<file path="src/rtl/online_digit_sequencer.sv">
// online_digit_sequencer: buffers signed-digit operand pairs, feeds the online multiplier, owns cnt_master.
// Optional macro ONLINE_DIGIT_CHECK_EN: squash illegal 10 digits to 00 on push and raise sticky digit_err.
module online_digit_sequencer #(
    parameter int NDIGITS      = 32,
    parameter int ONLINE_DELAY = 3,
    parameter int FIFO_DEPTH   = 4
) (
    input  logic       clk,
    input  logic       rst_n,
    input  logic       start,
    input  logic       in_valid,
    input  logic [1:0] in_x,
    input  logic [1:0] in_y,
    output logic       in_ready,
    input  logic       enable_for_input,
    output logic [1:0] x_digit,
    output logic [1:0] y_digit,
    output logic       digit_valid,
    output logic [8:0] cnt_master,
    output logic       write_enable,
    output logic       busy,
    output logic       done,
    output logic       digit_err
);
    localparam int AW = $clog2(FIFO_DEPTH);
    localparam logic [8:0] LAST = 9'(4 * (NDIGITS + ONLINE_DELAY) - 1);

    typedef enum logic [1:0] {IDLE, RUN, STALL, DONE} state_t;

    state_t      state_q, state_d;
    logic [8:0]  cnt_q, cnt_d;
    logic [9:0]  issued_q, issued_d;
    logic        done_q, done_d, we_q, we_d, err_q, err_d;
    logic [AW:0] wr_q, wr_d, rd_q, rd_d;
    logic [3:0]  mem_q [FIFO_DEPTH];
    logic [3:0]  mem_d [FIFO_DEPTH];
    logic        empty, full, push, pop, operand, stall;
    logic [1:0]  px, py;

    always_comb begin
        empty       = wr_q == rd_q;
        full        = (wr_q[AW] != rd_q[AW]) && (wr_q[AW-1:0] == rd_q[AW-1:0]);
        push        = in_valid && !full;
        operand     = issued_q < 10'(NDIGITS);
        digit_valid = (state_q == RUN) && (!operand || !empty);
        stall       = (state_q == RUN) && enable_for_input && operand && empty;
        pop         = (state_q == RUN) && enable_for_input && operand && !empty;
        x_digit     = operand ? mem_q[rd_q[AW-1:0]][3:2] : 2'b00;
        y_digit     = operand ? mem_q[rd_q[AW-1:0]][1:0] : 2'b00;
`ifdef ONLINE_DIGIT_CHECK_EN
        px    = (in_x == 2'b10) ? 2'b00 : in_x;
        py    = (in_y == 2'b10) ? 2'b00 : in_y;
        err_d = ((state_q == IDLE && start) ? 1'b0 : err_q)
              | (push && (in_x == 2'b10 || in_y == 2'b10));
`else
        px    = in_x;
        py    = in_y;
        err_d = 1'b0;
`endif
        mem_d = mem_q;
        if (push) mem_d[wr_q[AW-1:0]] = {px, py};
        wr_d     = wr_q + {{AW{1'b0}}, push};
        rd_d     = rd_q + {{AW{1'b0}}, pop};
        state_d  = state_q;
        cnt_d    = cnt_q;
        issued_d = issued_q + {9'd0, digit_valid && enable_for_input};
        case (state_q)
            IDLE: begin
                cnt_d = 9'd0;
                if (start) begin
                    state_d  = RUN;
                    issued_d = 10'd0;
                end
            end
            RUN: begin
                // an underflow freezes the count in the very cycle it is detected
                if (stall) state_d = STALL;
                else if (cnt_q == LAST) state_d = DONE;
                else cnt_d = cnt_q + 9'd1;
            end
            STALL: state_d = empty ? STALL : RUN;
            DONE: begin
                state_d = IDLE;
                cnt_d   = 9'd0;
            end
        endcase
        done_d = state_d == DONE;
        we_d   = state_d == RUN;
    end

    always_ff @(posedge clk or negedge rst_n) begin
        if (!rst_n) begin
            state_q  <= IDLE;
            cnt_q    <= '0;
            issued_q <= '0;
            done_q   <= 1'b0;
            we_q     <= 1'b0;
            err_q    <= 1'b0;
            wr_q     <= '0;
            rd_q     <= '0;
            for (int i = 0; i < FIFO_DEPTH; i++) mem_q[i] <= '0;
        end else begin
            state_q  <= state_d;
            cnt_q    <= cnt_d;
            issued_q <= issued_d;
            done_q   <= done_d;
            we_q     <= we_d;
            err_q    <= err_d;
            wr_q     <= wr_d;
            rd_q     <= rd_d;
            mem_q    <= mem_d;
        end
    end

    assign in_ready     = !full;
    assign write_enable = we_q && !stall;
    assign cnt_master   = cnt_q;
    assign busy         = state_q != IDLE;
    assign done         = done_q;
    assign digit_err    = err_q;
endmodule

</file>
<file path="config.mk">
export PLATFORM = sky130hd
export DESIGN_NAME = online_digit_sequencer
export DESIGN_NICKNAME = d
export VERILOG_FILES = /design/src/rtl/online_digit_sequencer.sv
export SDC_FILE = /design/constraint.sdc
export NUM_CORES = 1
export LEC_CHECK = 0
export ABC_AREA = 1
export BUFFER_PORTS_ARGS = -buffer_cell sky130_fd_sc_hd__buf_2
export CAP_MARGIN = 20
export CORE_MARGIN = 10
export CORE_UTILIZATION = 40
export CTS_CLUSTER_SIZE = 16
export DETAILED_ROUTE_END_ITERATION = 6
export GPL_ROUTABILITY_DRIVEN = 0
export PLACE_DENSITY = 0.68
export SYNTH_ARGS = -nofsm -noshare
export SYNTH_HDL_FRONTEND = slang
export SYNTH_SLANG_ARGS = --single-unit
</file>
<file path="constraint.sdc">
create_clock -name clk -period 5.1 [get_ports clk]
set_clock_uncertainty 0.15 [all_clocks]
set_input_delay 0.51 -clock clk [delete_from_list [all_inputs] [get_ports clk]]
set_output_delay 0.51 -clock clk [all_outputs]
set_load 0.01 [all_outputs]
</file>
==> summary.txt <==
Logic synthesis
  • YS warnings: 0
  • Most frequent cell after synthesis: nand2_1
  • Synth cell types: 21
  • Post-synthesis cell area: around 0.0023 mm2
  • Number of synthesized flops with an enable pin: 0
  • Gate Count Post-Synth: around 280
  • Sequential share of the synthesized area: just under 50%
  • Top_reg_cell synth: dfrtp_1
  • Yosys top cell area share: between 40 and 50%
  • Synthesized flop and latch total: 45
  • Yosys top cell by area: dfrtp_1
  • Top post-synthesis cells by count: 64 x nand2_1, 45 x dfrtp_1, 42 x nor2_1
  • Syn_nets: 304
  • Async S/R FF share, synth: 100%
  • Top cells by area, synth: dfrtp_1 49%, nand2_1 10%, nor2_1 6.9%
  • Post-Syn Area per Cell: around 8.1 um2

Detailed routing
  • 1st-iter DRT viols: 70
  • Final WL: 4530 um
  • DRT antenna net count: 0
  • DR pass1 iterations: 4
  • DRC: 0
  • DR WL/cell: between 10 and 15 um
  • Post-DR vias/cell: 4.70
  • Via Count: around 1800

Power
  • Largest vdd supply drop: 0.237 mV
  • Leakage: 1.40 nW
  • PD cells: 541 mW/mm2
  • Final Total Pwr: 1.42 mW

Floorplanning
  • Die X: roughly 96 um
  • Die H: between 90 and 100 um
  • Rows: 27
  • Die ar.: 0.00916 mm2
  • Initial core utilization: 41.4%
  • IO Pins: 28
  • Core Box Area: 0.00554 mm2

STA
  • Final hold vios: 0
  • Worst hold slack: between 0.3 and 0.4 ns
  • Max-slew violations: 0
  • Final worst slack: approximately 2.6 ns
  • Unrepaired setup endpoints after global routing: no
  • Min Clock Period, post-route: approximately 2.5 ns
  • Setup TNS: 0 ns
  • Final Cycle Share: about half
  • Maximum clock frequency: between 300 and 400 MHz
  • Final setup violation count: 0

Final layout
  • Final Util: 47.5%
  • Layout net count: 336
  • Design area: 0.00263 mm2
  • Post-Layout Cell Count: 388
  • Ant diodes: 0
  • Fraction of layout cells with a size suffix above 1: roughly 13%
  • Area Overhead vs Synth: 14.7%

Setup path
  • Crit Path Max Fanout: 11
  • CP endpoint kind: flip-flop
  • R2r startpoint: rd_q[0]
  • WP data arrival: 2.53 ns
  • Worst Setup SP: rd_q[0]
  • CP Launch Type: flip-flop
  • Setup CP Type: reg -> reg
  • Worst Path Required: 5.13 ns
  • FF-to-FF setup slack: ~2.6 ns

Clock network
  • Clock slew at reported path FFs: around 0.080 ns
  • CTS root buffer: clkbuf_8
  • Worst skew pair latency: slightly below 0.3 ns
  • CTS tree: done
  • Clock Sinks: 45
  • Post-cts resize count: 0
  • CTS Buf Count: 5
  • Clk buf depth: 2
  • # H-tree levels: 2
  • Setup Buffers After CTS: 0

Min path
  • Min-Delay Startpoint: rd_q[2]
  • HP Class: reg -> reg

Place
  • Placed insts: around 380
  • Post-Place Worst Slack: around 2.6 ns
  • DP Area: roughly 0.0025 mm2
  • Detailed Place HPWL: between 3000 and 4000 um
  • # port buffers: 26

Global routing
  • Largest net degree at the start of global routing: 46
  • Initial antenna violation count: 0
  • Total GRT Usage: between 10% and 20%
  • Number of global-route vias before repair: 1800
  • Overflow left after global routing: 0
  • First-pass GRT wire length: between 8000 and 9000 um

Run status
  • Outcome: finished, final reports clean

Run
  • MaxCap Viol Count: 0
## registers in the layout (all words and copies together), names as in the netlist
register    cells
cnt_master      9
done            1
issued_q       10
mem_q          16
rd_q            3
state_q         2
we_q            1
wr_q            3
## cell usage in the layout (no fill, tap or decap)
cell,instances
nand3_1,20
inv_1,30
conb_1,1
dlygate4sd3_1,1
nand2_1,64
nor3b_1,1
clkbuf_8,6
dfrtp_1,45
buf_2,26
nor2_2,2
xnor2_1,1
o21ai_0,31
o21ai_1,2
buf_12,1
bufinv_16,1
clkbuf_1,1
or2_2,1
o21a_1,2
xor2_1,8
a21o_1,1
a21oi_1,11
inv_2,4
nor3_1,2
ha_1,12
nor2_1,42
## metal layers
metal | up-vias | wire length [um] | GRT usage [%]
met5 | - | 0 | 0
met4 | 0 | 77 | 4.79
li1 | 961 | - | -
met2 | 32 | 2100 | 17.4
met3 | 5 | 228 | 2.65
met1 | 826 | 2130 | 13.3
## critical path: stages, from the launching register on
cell	delay, ns
dfrtp_1	0.49
inv_2	0.16
nand2_1	0.06
nand2_1	0.08
nor2_2	0.05
nand2_1	0.09
o21ai_0	0.08
inv_1	0.08
nand2_1	0.05
inv_1	0.05
ha_1	0.15
ha_1	0.18
nand2_1	0.07
nor3_1	0.23
nand2_1	0.11
nor2_1	0.12
xnor2_1	0.12
nor2_1	0.05
## area by class of cell
| type | count | area, um2 |
|---|---|---|
| timing repair buffer | 28 | 160 |
| multi-input combinational | 201 | 1010 |
| fill | 560 | 2910 |
| clock buffer | 7 | 86.3 |
| clock inverter | 1 | 30.0 |
| sequential | 45 | 1130 |
| tap | 72 | 90.1 |
| inverter | 34 | 128 |
## worst paths after layout
check / end / depth (start not counted)
max: issued_q[8] / 17
min reg2reg: rd_q[2] / 1
min in group asynchronous: mem_q[2] / 2
min: rd_q[2] / 1
max reg2reg: issued_q[8] / 17
max in group asynchronous: state_q[1] / 3
## timing repair
item                       4_1_cts  5_1_grt
setup endpoints to repair        0        0
hold endpoints to repair         0        2
hold buffers                     0        1
## power by group
part / internal, mW / switching [mW]
sequential: 0.474 / 0.0992
combinational: 0.220 / 0.356
clock: 0.160 / 0.114
total: 0.854 / 0.570
## kinds of logic (layout without fill, tap and decap cells)
family	after synthesis	count (layout)	share of synthesized area, %
buf+inv	37	70	6.87
simple gates	132	132	23.3
compound gates	47	47	10.6
fa+ha+maj	12	12	6.55
flops	45	45	49.1
xor+xnor	9	9	3.44
other cells	1	1	0.164
Power figures use the tool's default switching activity.
